==> src/rtl/pc_gen.sv <==
// Program-counter unit: holds the architectural PC, hands it to the IFU over
// valid/ready, and computes the next PC when the back end retires an instruction.
module pc_gen #(
  parameter int               WIDTH      = 32,
  parameter logic [WIDTH-1:0] RST_VALUE  = 32'h80000000,
  parameter int               STEP       = 4,
  parameter int               ALIGN_BITS = 2,
  parameter int               CNT_W      = 64
) (
  input  logic             clk,
  input  logic             rst,
  input  logic [WIDTH-1:0] rs1_data,
  input  logic [WIDTH-1:0] imm,
  input  logic [WIDTH-1:0] mtvec,
  input  logic [WIDTH-1:0] mepc,
  input  logic [1:0]       pc_sel,
  input  logic [1:0]       adder_sel,
  input  logic             upd_valid,
  input  logic             pc_ready,
  output logic             pc_valid,
  output logic [WIDTH-1:0] pc,
  output logic             misalign_err,
  output logic [WIDTH-1:0] misalign_addr,
  output logic [CNT_W-1:0] retired_cnt
);

  localparam logic [WIDTH-1:0] STEP_W = WIDTH'(STEP);

  typedef enum logic [1:0] {
    BOOT  = 2'b00,
    FETCH = 2'b01,
    WAIT  = 2'b10
  } state_t;

  state_t           state_reg, state_next;
  logic [WIDTH-1:0] pc_reg, pc_next;
  logic             pc_valid_reg;
  logic             misalign_err_reg;
  logic [WIDTH-1:0] misalign_addr_reg;
  logic [CNT_W-1:0] retired_cnt_reg;

  logic [WIDTH-1:0] op_a, op_b, sum, target;
  logic             misaligned;
  logic             accept;

  // Shared adder: sequential step, branch/jal (pc+imm) and jalr (rs1+imm).
  always_comb begin
    op_a = adder_sel[1] ? rs1_data : pc_reg;
    op_b = adder_sel[0] ? imm : STEP_W;
    sum  = op_a + op_b;
    if (adder_sel == 2'b11) begin
      sum[0] = 1'b0;
    end
  end

  always_comb begin
    case (pc_sel)
      2'b01:   target = mtvec;
      2'b11:   target = mepc;
      default: target = sum;
    endcase
  end

  assign misaligned = |target[ALIGN_BITS-1:0];
  assign accept     = (state_reg == WAIT) && upd_valid;

  always_comb begin
    state_next = state_reg;
    pc_next    = pc_reg;
    case (state_reg)
      BOOT:    state_next = FETCH;
      FETCH:   if (pc_ready) state_next = WAIT;
      WAIT:    if (upd_valid) state_next = FETCH;
      default: state_next = BOOT;
    endcase
    // A bad target diverts to mtvec, which is trusted and not checked again.
    if (accept) begin
      pc_next = misaligned ? mtvec : target;
    end
  end

  always_ff @(posedge clk or negedge rst) begin
    if (!rst) begin
      state_reg         <= BOOT;
      pc_reg            <= RST_VALUE;
      pc_valid_reg      <= 1'b0;
      misalign_err_reg  <= 1'b0;
      misalign_addr_reg <= '0;
      retired_cnt_reg   <= '0;
    end else begin
      state_reg        <= state_next;
      pc_reg           <= pc_next;
      // Registered from the next state so pc_ready never reaches pc_valid combinationally.
      pc_valid_reg     <= (state_next == FETCH);
      misalign_err_reg <= accept && misaligned;
      if (accept && misaligned) begin
        misalign_addr_reg <= target;
      end
      if (accept) begin
        retired_cnt_reg <= retired_cnt_reg + 1'b1;
      end
    end
  end

  assign pc            = pc_reg;
  assign pc_valid      = pc_valid_reg;
  assign misalign_err  = misalign_err_reg;
  assign misalign_addr = misalign_addr_reg;
  assign retired_cnt   = retired_cnt_reg;

endmodule
==> config.mk <==
export PLATFORM = sky130hd
export DESIGN_NAME = pc_gen
export DESIGN_NICKNAME = d
export VERILOG_FILES = /design/src/rtl/pc_gen.sv
export SDC_FILE = /design/constraint.sdc
export NUM_CORES = 1
export LEC_CHECK = 0
export ABC_AREA = 1
export CAP_MARGIN = 20
export CORE_MARGIN = 1
export CORE_UTILIZATION = 40
export DETAILED_ROUTE_END_ITERATION = 8
export PLACE_DENSITY = 0.73
export SETUP_SLACK_MARGIN = 0.5
export SLEW_MARGIN = 20
export SYNTH_ARGS = -nofsm -noshare
export SYNTH_HDL_FRONTEND = slang
export SYNTH_SLANG_ARGS = --single-unit
==> constraint.sdc <==
create_clock -name clk -period 2.2 [get_ports clk]
set_clock_uncertainty 0.05 [all_clocks]
set_input_delay 0.44 -clock clk [delete_from_list [all_inputs] [get_ports clk]]
set_output_delay 0.44 -clock clk [all_outputs]
set_load 0.05 [all_outputs]
==> flow_summary.json, run 1 <==
{
  "outcome": "finished with violations",
  "violations": "setup timing",
  "drt_iter0_drc": 992,
  "synth_enable_flop_cells": 0,
  "nNetsFinal": 2245,
  "p_comb_frac": 0.570,
  "p_int_uw": 8250,
  "p_sw_uw": 7270,
  "power_uw": 15500,
  "grt_start_max_net_pins": 49,
  "antenna_found_initial": 1,
  "yosysWarnings": 0,
  "fmax_mhz": 434,
  "path_common_cell": "nand2_1",
  "syn_to_final_growth_pct": 69.7,
  "setup_ws_ns": -0.105,
  "period_share": 1.05,
  "pwr-share-clk": 0.197,
  "synth.largest_area_cell": "dfrtp_1",
  "io-pin-count": 266,
  "htree_levels": 4,
  "timing.hold.ws_ns": 0.341,
  "finalWeightedCongestion": 0.939,
  "setup_violations": 58,
  "final_cell_mix": "nand2_1 (465), inv_1 (258), buf_4 (208)",
  "power.share.sequential": 0.233,
  "regToRegStartpoint": "pc[0]$_DFFE_PN0P_",
  "crit_required_ns": 2.52,
  "dieArea_um2": 26100,
  "clk_pin_slew_ns": 0.06,
  "place_ws_ns": -1.23,
  "seqCellArea_um2": 3380,
  "drv_cap": 0,
  "maxSlewViolCount": 0,
  "grt_util_all_layers": 0.304,
  "grt_pass1_wl_um": 61100,
  "critical_path.cell_chain": "inv_2, o21ai_2, ha_2, fa_2, nand2_1, o211ai_1, inv_1, nand2_2, nand2_8, inv_12, buf_12, nand2_1, o21ai_1, inv_1, nand2_1",
  "ant_nets": 0,
  "final_common_cell": "nand2_1",
  "ys_ff_latch": 132,
  "worstSetupEndpointType": "flop",
  "syn_inst": 1592,
  "place_area_um2": 14500,
  "slowest_delay_ns": 0.52,
  "dp.final_hpwl_um": 31100,
  "ys_types": 39,
  "hp-start": "upd_valid",
  "grt_pass1_vias": 11600,
  "p_leak_uw": 0.00901,
  "swShare": 0.468,
  "design.core.area_um2": 25000,
  "clock-root-buffer": "clkbuf_16",
  "syn_avg_cell_area_um2": 6.39,
  "dieWidth_um": 161,
  "first_pass_iters": 8,
  "multi_input_comb_area_um2": 7360,
  "crit_fanout": 7,
  "largest_reg_flops": 64,
  "max_slew_margin": 0.658,
  "drive_gt1_frac": 0.400,
  "die_h_um": 161,
  "wire_per_inst_um": 17.5,
  "place.port_buffers": 265,
  "netlist.area_leader.share": 0.322,
  "synthArstFlopShare": 1.00,
  "drc": 0,
  "fill_cells": 2067,
  "hold_violations": 0,
  "path_class": "flop to flop",
  "via_count": 12400,
  "ys_seq_area_frac": 0.325,
  "cts_made_buffers": 17,
  "arrival_ns": 2.62,
  "cts_sinks": 132,
  "synth_area_leaders": "dfrtp_1 (32%), nand2_1 (22%), inv_1 (11%), nand3_1 (4.9%), nor2_1 (4.2%)",
  "vias_per_cell": 5.13,
  "startpoint": "pc[0]$_DFFE_PN0P_",
  "fin_area_um2": 17300,
  "cts_tree": "done",
  "row_count": 58,
  "synth-main-ff-cell": "dfrtp_1",
  "irDropWorstVdd_mv": 0.604,
  "syn_area_um2": 10200,
  "initial_utilization": 0.406,
  "syn-num-nets": 1761,
  "hold_class": "primary input to flop",
  "overflow": 0,
  "drt-total-wl_um": 42500,
  "clk-insertion-delay-late_ns": 0.44,
  "final_util": 0.689,
  "cp_slowest_cell": "fa_2",
  "rsz0062_at_grt": "true",
  "ctsLongestPathBuffers": 2,
  "p_per_area_nw_per_um2": 899,
  "critPathLaunchType": "flop",
  "min_period_ns": 2.31,
  "worstMarginPinSlew_ns": 0.512
}
-- layer usage --
metal  part of all wire  up-vias  track usage  wire length (um)
met1               0.41     5847        0.397             17500
met2               0.49      530        0.515             20700
met4              0.036        0       0.0961              1550
met5                  0        -            0                 0
met3              0.065      113       0.0475              2770
li1                   -     5914            -                 -
-- kinds of logic after synthesis --
logic type	Yosys count	share of synthesized area
XOR/XNOR	66	0.0568
AO/OA/AOI/OAI	140	0.0786
adder cells (fa/ha/maj)	33	0.0413
AND/OR/NAND/NOR	884	0.367
buffers and inverters	329	0.123
multiplexers	8	0.00886
flip-flops	132	0.325
-- worst max-delay path: cells and delay by family (launching register included) --
family | cells | cell delay [ns]
fa+ha+maj | 2 | 0.70
buf+inv | 5 | 0.47
flops | 1 | 0.40
simple gates | 5 | 0.40
compound gates | 3 | 0.21
-- path summary, 6_finish.rpt --
path | slack [ns] | to | cells past startpoint
min reg2reg | 0.43 | state_reg[0]$_DFF_PN0_ | 1
max in group asynchronous | 0.92 | pc[31]$_DFFE_PN1P_ | 3
min | 0.34 | state_reg[1]$_DFF_PN0_ | 4
max reg2reg | -0.11 | pc[17]$_DFFE_PN0P_ | 15
max | -0.11 | pc[17]$_DFFE_PN0P_ | 15
min in group asynchronous | 0.47 | retired_cnt[10]$_DFFE_PN0P_ | 2
-- area by class of cell --
type | instances | share of cell area
antenna | 1 | 0.000145
clock buffer | 19 | 0.0257
clock inverter | 13 | 0.00971
inverter | 292 | 0.0651
multi-input combinational | 1131 | 0.427
sequential | 132 | 0.196
tap | 330 | 0.0239
timing repair buffer | 502 | 0.253
-- power groups by stage --
stage	Clock (uW)	Combinational, uW	Sequential, uW
2_1_floorplan	0	2490	5570
3_3_place_gp	0	7800	3590
3_5_place_dp	0	7850	3590
4_1_cts	3070	8100	3580
5_1_grt	3200	9400	3670
6_report	3060	8850	3610
-- stage by stage --
step	std cells	setup TNS [ns]
2_1_floorplan	1592	-11.40
3_3_place_gp	2306	-62.71
3_5_place_dp	2306	-65.32
4_1_cts	2352	-2.56
5_1_grt	2420	-10.75
6_report	2420	-2.86
-- synth_stat cells, drive strengths merged (6+ instances only) --
cell and count:
nand2 586, inv 292, dfrtp 131, nor2 124
nand3 104, o21ai 58, xor2 40, nor3 35
ha 32, a21oi 30, xnor2 26, nand4 25
clkbuf 23, o22ai 22, buf 14, o21bai 11
mux2 8, o211ai 8, a31oi 6
-- repair_timing --
| item | 4_1_cts | 5_1_grt |
|---|---|---|
| cloned | 4 | 1 |
| hold buffers | 1 | 0 |
| pin swaps | 40 | 128 |
| endpoints found under the hold margin | 45 | 0 |
| buffers inserted | 9 | 66 |
| endpoints found under the setup margin | 218 | 163 |
| resized for setup | 574 | 430 |
Power figures use the tool's default switching activity.
==> run 2, diff against run 1 <==
--- a/config.mk
+++ b/config.mk
@@ -10,9 +10,8 @@
 export CORE_MARGIN = 1
 export CORE_UTILIZATION = 40
 export DETAILED_ROUTE_END_ITERATION = 8
-export PLACE_DENSITY = 0.73
+export PLACE_DENSITY = 0.71
 export SETUP_SLACK_MARGIN = 0.5
-export SLEW_MARGIN = 20
 export SYNTH_ARGS = -nofsm -noshare
 export SYNTH_HDL_FRONTEND = slang
 export SYNTH_SLANG_ARGS = --single-unit
==> constraint.sdc (replaced) <==
create_clock -name clk -period 3 [get_ports clk]
set_clock_uncertainty 0.05 [all_clocks]
set_input_delay 0.6 -clock clk [delete_from_list [all_inputs] [get_ports clk]]
set_output_delay 0.6 -clock clk [all_outputs]
set_load 0.05 [all_outputs]
==> run 2 against run 1 <==
Compared with the run above: the run now ends clean; global-route usage decreased by 1.0 points; setup slack improved by 0.64 ns; via count decreased by 5.4%; cell area decreased by 11%; register-to-register slack improved by 0.72 ns; sequential share of layout area increased by 1.8 points; wire length decreased by 7.8%; utilization decreased by 7.2 points; final cell count decreased by 4.9%; clock power decreased by 30%; clock-buffer cell count decreased by 1; non-clock buffer count decreased by 119; critical endpoint is now retired_cnt[46].
==> flow_summary.json, run 2 (synthesis results as in run 1) <==
{
  "outcome": "completed",
  "drt-total-wl_um": 39100,
  "row_count": 58,
  "fill_cells": 2315,
  "rsz0062_at_grt": "true",
  "swShare": 0.469,
  "finalWeightedCongestion": 0.986,
  "setup_violations": 0,
  "drv_cap": 0,
  "irDropWorstVdd_mv": 0.431,
  "final_util": 0.617,
  "place.port_buffers": 265,
  "drc": 0,
  "final_common_cell": "nand2_1",
  "grt_pass1_wl_um": 59300,
  "dieWidth_um": 161,
  "critical_path.cell_chain": "clkdlybuf4s50_1",
  "min_period_ns": 2.47,
  "cts_hold_buffers": 0,
  "ctsLongestPathBuffers": 2,
  "slowest_delay_ns": 0.87,
  "die_h_um": 161,
  "cts_sinks": 132,
  "p_sw_uw": 5050,
  "final_cell_mix": "nand2_1 (538), inv_1 (281), clkdlybuf4s50_1 (258)",
  "drive_gt1_frac": 0.158,
  "power_uw": 10800,
  "clk_pin_slew_ns": 0.06,
  "cts_tree": "done",
  "path_class": "flop to output pin",
  "timing.hold.ws_ns": 0.192,
  "p_per_area_nw_per_um2": 697,
  "wire_per_inst_um": 17.0,
  "first_pass_iters": 7,
  "hold_class": "primary input to async pin",
  "overflow": 0,
  "antenna_found_initial": 1,
  "p_comb_frac": 0.556,
  "setup_ws_ns": 0.533,
  "crit_buf_inv": 1,
  "htree_levels": 4,
  "place_ws_ns": -0.180,
  "arrival_ns": 1.82,
  "period_share": 0.822,
  "p_int_uw": 5720,
  "cp_slowest_cell": "clkdlybuf4s50_1",
  "grt_start_max_net_pins": 82,
  "largest_reg_flops": 64,
  "worstMarginPinSlew_ns": 0.804,
  "hold_violations": 0,
  "drt_iter0_drc": 852,
  "crit_fanout": 6,
  "seqCellArea_um2": 3300,
  "fmax_mhz": 405,
  "pwr-share-clk": 0.199,
  "dieArea_um2": 26100,
  "via_count": 11700,
  "syn_to_final_growth_pct": 51.8,
  "vias_per_cell": 5.10,
  "critPathLaunchType": "flop",
  "crit_required_ns": 2.35,
  "ant_nets": 0,
  "crit_family": "buffers and inverters",
  "multi_input_comb_area_um2": 6240,
  "cts_made_buffers": 17,
  "nNetsFinal": 2126,
  "maxSlewViolCount": 0,
  "power.share.sequential": 0.245,
  "initial_utilization": 0.406,
  "grt_util_all_layers": 0.294,
  "max_slew_margin": 0.464,
  "clock-root-buffer": "clkbuf_16",
  "fin_setup_tns_ns": 0,
  "io-pin-count": 266,
  "worstSetupEndpointType": "output pin",
  "clk-insertion-delay-late_ns": 0.43,
  "dp.final_hpwl_um": 29600,
  "design.core.area_um2": 25000,
  "p_leak_uw": 0.00788,
  "grt_pass1_vias": 11200
}
run 2: area by class of cell:
cell class,instances,area share
antenna,1,0.000162
clock buffer,18,0.0278
clock inverter,14,0.00972
inverter,292,0.0718
multi-input combinational,1131,0.404
sequential,132,0.214
tap,330,0.0267
timing repair buffer,383,0.246
run 2: what timing repair did:
item                                    4_1_cts  5_1_grt
cloned                                        2        4
resized for setup                            26      150
endpoints found under the setup margin       65       54
setup buffers                                 1       14
pin swaps                                     2       40
run 2: worst paths after layout:
path | end | slack [ns] | startpoint | depth (start not counted)
min in group clk | misalign_addr[2]$_DFFE_PN0P_ | 0.43 | misalign_addr[2]$_DFFE_PN0P_ | 2
min reg2reg | misalign_addr[2]$_DFFE_PN0P_ | 0.43 | misalign_addr[2]$_DFFE_PN0P_ | 2
max in group asynchronous | retired_cnt[23]$_DFFE_PN0P_ | 2.01 | rst | 2
min | state_reg[0]$_DFF_PN0_ | 0.19 | rst | 1
max | retired_cnt[46] | 0.53 | retired_cnt[46]$_DFFE_PN0P_ | 1
max reg2reg | misalign_addr[24]$_DFFE_PN0P_ | 0.61 | pc[0]$_DFFE_PN0P_ | 14
run 2: metal layers:
layer	part of all wire	routed length [um]	GRT usage
met1	0.42	16400	0.389
met2	0.48	18700	0.491
met3	0.070	2740	0.0372
met4	0.034	1320	0.106
met5	0	0	0
run 2: worst reg2reg max path, delay by kind of cell (launching register included):
family | cells | cell delay [ns]
flops | 1 | 0.37
simple gates | 5 | 0.45
fa+ha+maj | 2 | 0.60
compound gates | 2 | 0.26
buf+inv | 5 | 0.55
run 2: power by group through the flow:
stage	sequential [uW]	clock [uW]	combinational, uW
2_1_floorplan	4070	0	1810
3_3_place_gp	2650	0	5390
3_5_place_dp	2640	0	5420
4_1_cts	2630	2160	5530
5_1_grt	2680	2240	6360
6_report	2640	2140	5990
run 2: metrics by stage:
stage | instances | cell area (um^2)
2_1_floorplan | 1592 | 10300
3_3_place_gp | 2247 | 13900
3_5_place_dp | 2247 | 13900
4_1_cts | 2282 | 14700
5_1_grt | 2301 | 15400
6_report | 2301 | 15400
==> run 3, diff against run 2 <==
--- a/config.mk
+++ b/config.mk
@@ -10,7 +10,7 @@
 export CORE_MARGIN = 1
 export CORE_UTILIZATION = 40
 export DETAILED_ROUTE_END_ITERATION = 8
-export PLACE_DENSITY = 0.71
+export PLACE_DENSITY = 0.73
 export SETUP_SLACK_MARGIN = 0.5
 export SYNTH_ARGS = -nofsm -noshare
 export SYNTH_HDL_FRONTEND = slang
==> constraint.sdc (replaced) <==
create_clock -name clk -period 2.1 [get_ports clk]
set_clock_uncertainty 0.05 [all_clocks]
set_input_delay 0.42 -clock clk [delete_from_list [all_inputs] [get_ports clk]]
set_output_delay 0.42 -clock clk [all_outputs]
set_load 0.05 [all_outputs]
==> run 3 against run 2 <==
Compared with the run above: the flow now finishes with violations (setup timing); largest power group unchanged; first-iteration DRC count is 13% higher; highest routed layer unchanged; sequential cell count stayed put; critical path type is now flop to flop; sequential share of layout area is 1.5 points lower; setup slack worse by 0.81 ns; utilization is 6.1 points higher.
==> flow_summary.json, run 3 (synthesis results as in run 1) <==
{
  "place_area_um2": 14700,
  "hold_end": "misalign_addr[29]$_DFFE_PN0P_",
  "syn_to_final_growth_pct": 66.7,
  "ant_nets": 0,
  "crit_buf_inv": 4,
  "p_comb_frac": 0.575,
  "setup_violations": 65,
  "worstSetupEndpointType": "flop",
  "drive_gt1_frac": 0.352,
  "critPathLaunchType": "flop",
  "irDropWorstVdd_mv": 0.681,
  "clk-insertion-delay-late_ns": 0.43,
  "r2r_end": "pc[4]$_DFFE_PN0P_",
  "critical_path.cell_chain": "inv_2, o21ai_2, ha_2, fa_2, nand2_1, o211ai_1, inv_1, nand2_2, nand2_4, buf_12, buf_4, o22ai_2, a21oi_2",
  "overflow": 0,
  "fin_area_um2": 17000,
  "ctsLongestPathBuffers": 2,
  "p_sw_uw": 7390,
  "initial_utilization": 0.406,
  "cts_sinks": 132,
  "largest_reg_flops": 64,
  "rsz0062_at_grt": "true",
  "violations": "setup timing",
  "pwr-share-clk": 0.187,
  "final_common_cell": "nand2_1",
  "grt_pass1_wl_um": 62200,
  "crit_family": "adder cells",
  "via_count": 12400,
  "hold_violations": 0,
  "die_h_um": 161,
  "final_cell_mix": "nand2_1 (519), inv_1 (263), buf_4 (232)",
  "reg2reg_slack_ns": -0.28,
  "antenna_found_initial": 0,
  "crit_fanout": 18,
  "max_slew_margin": 0.646,
  "swShare": 0.469,
  "min_period_ns": 2.38,
  "place.port_buffers": 265,
  "vias_per_cell": 5.12,
  "row_count": 58,
  "fill_cells": 2132,
  "period_share": 1.13,
  "grt_util_all_layers": 0.311,
  "worstMarginPinSlew_ns": 0.527,
  "route.met3.wl_um": 2890,
  "highest-signal-layer": "met4",
  "clock-root-buffer": "clkbuf_16",
  "design.core.area_um2": 25000,
  "finalWeightedCongestion": 0.957,
  "power_uw": 15700,
  "reg2reg_depth": 13,
  "crit_required_ns": 2.37,
  "hp-start": "misalign_addr[29]$_DFFE_PN0P_",
  "wl_met2_um": 20100,
  "nNetsFinal": 2247,
  "power.share.sequential": 0.238,
  "drt_iter0_drc": 960,
  "io-pin-count": 266,
  "m1WireLength_um": 17500,
  "first_pass_iters": 7,
  "clk_pin_slew_ns": 0.07,
  "cts_tree": "done",
  "hold_class": "flop to flop",
  "cp_slowest_cell": "fa_2",
  "drv_cap": 0,
  "drt-total-wl_um": 42100,
  "slowest_delay_ns": 0.56,
  "whs_path_depth": 2,
  "seqCellArea_um2": 3380,
  "grt_pass1_vias": 11800,
  "grt_start_max_net_pins": 41,
  "drc": 0,
  "dieArea_um2": 26100,
  "wire_per_inst_um": 17.4,
  "setup_ws_ns": -0.282,
  "htree_levels": 4,
  "outcome": "finished with violations",
  "p_per_area_nw_per_um2": 928,
  "multi_input_comb_area_um2": 6950,
  "p_leak_uw": 0.00894,
  "fmax_mhz": 420,
  "cts_made_buffers": 17,
  "n_antenna_cell": 0,
  "dp.final_hpwl_um": 31200,
  "regToRegStartpoint": "pc[0]$_DFFE_PN0P_",
  "arrival_ns": 2.65,
  "path_class": "flop to flop",
  "maxSlewViolCount": 0,
  "dieWidth_um": 161,
  "p_int_uw": 8350
}
==> run 3: per-layer routing <==
| metal | up-vias | track usage |
|---|---|---|
| li1 | 5904 | - |
| met1 | 5821 | 0.412 |
| met2 | 564 | 0.515 |
| met3 | 105 | 0.0437 |
| met4 | 0 | 0.115 |
| met5 | - | 0 |
==> run 3: metrics by stage <==
step / hold slack, ns / setup TNS (ns) / setup slack (ns) / utilization / instances
after CTS: 0.419 / -12.91 / -0.248 / 0.635 / 2380
after floorplan: 0.0744 / -16.60 / -0.293 / - / 1592
after global routing: 0.441 / -21.15 / -0.381 / 0.678 / 2421
after global placement: 0.322 / -61.04 / -1.00 / 0.586 / 2316
final: 0.419 / -14.24 / -0.282 / 0.678 / 2421
after detailed placement: 0.325 / -62.69 / -0.986 / 0.586 / 2316
==> run 3: what timing repair did <==
item,4_1_cts,5_1_grt
gates resized for setup,722,190
setup endpoints to repair,221,176
endpoints found under the hold margin,37,0
cloned,2,1
pin swaps,59,52
hold buffers,1,0
setup buffers,29,40
==> run 3: final cells by class <==
type | count | share of cell area
repair buffers | 504 | 0.268
flip-flops and latches | 132 | 0.199
well taps | 330 | 0.0243
multi-input cells | 1131 | 0.409
inverters | 292 | 0.0663
clock buffers | 21 | 0.0266
clock inverters | 11 | 0.00605
==> run 3: tightest hold or removal path, stage by stage (launching register included) <==
cell and delay [ns]:
dfrtp_1 0.34, nand2_1 0.05, nand2_1 0.05
==> run 3: power groups by stage <==
stage / Sequential, uW / Combinational [uW] / Clock [uW]
2_1_floorplan: 5840 / 2610 / 0
3_3_place_gp: 3770 / 8190 / 0
3_5_place_dp: 3770 / 8260 / 0
4_1_cts: 3730 / 8530 / 2950
5_1_grt: 3810 / 9620 / 3080
6_report: 3750 / 9050 / 2940
==> run 3: worst max path at each step <==
stage          cells after the start               from                            end
6_report                          13  pc[0]$_DFFE_PN0P_              pc[4]$_DFFE_PN0P_
5_1_grt                           15  pc[0]$_DFFE_PN0P_             pc[13]$_DFFE_PN0P_
4_1_cts                           13  pc[0]$_DFFE_PN0P_              pc[4]$_DFFE_PN0P_
3_5_place_dp                      17       adder_sel[0]              pc[9]$_DFFE_PN0P_
3_3_place_gp                      18       adder_sel[0]  misalign_addr[25]$_DFFE_PN0P_
2_1_floorplan                     16       adder_sel[1]             pc[13]$_DFFE_PN0P_
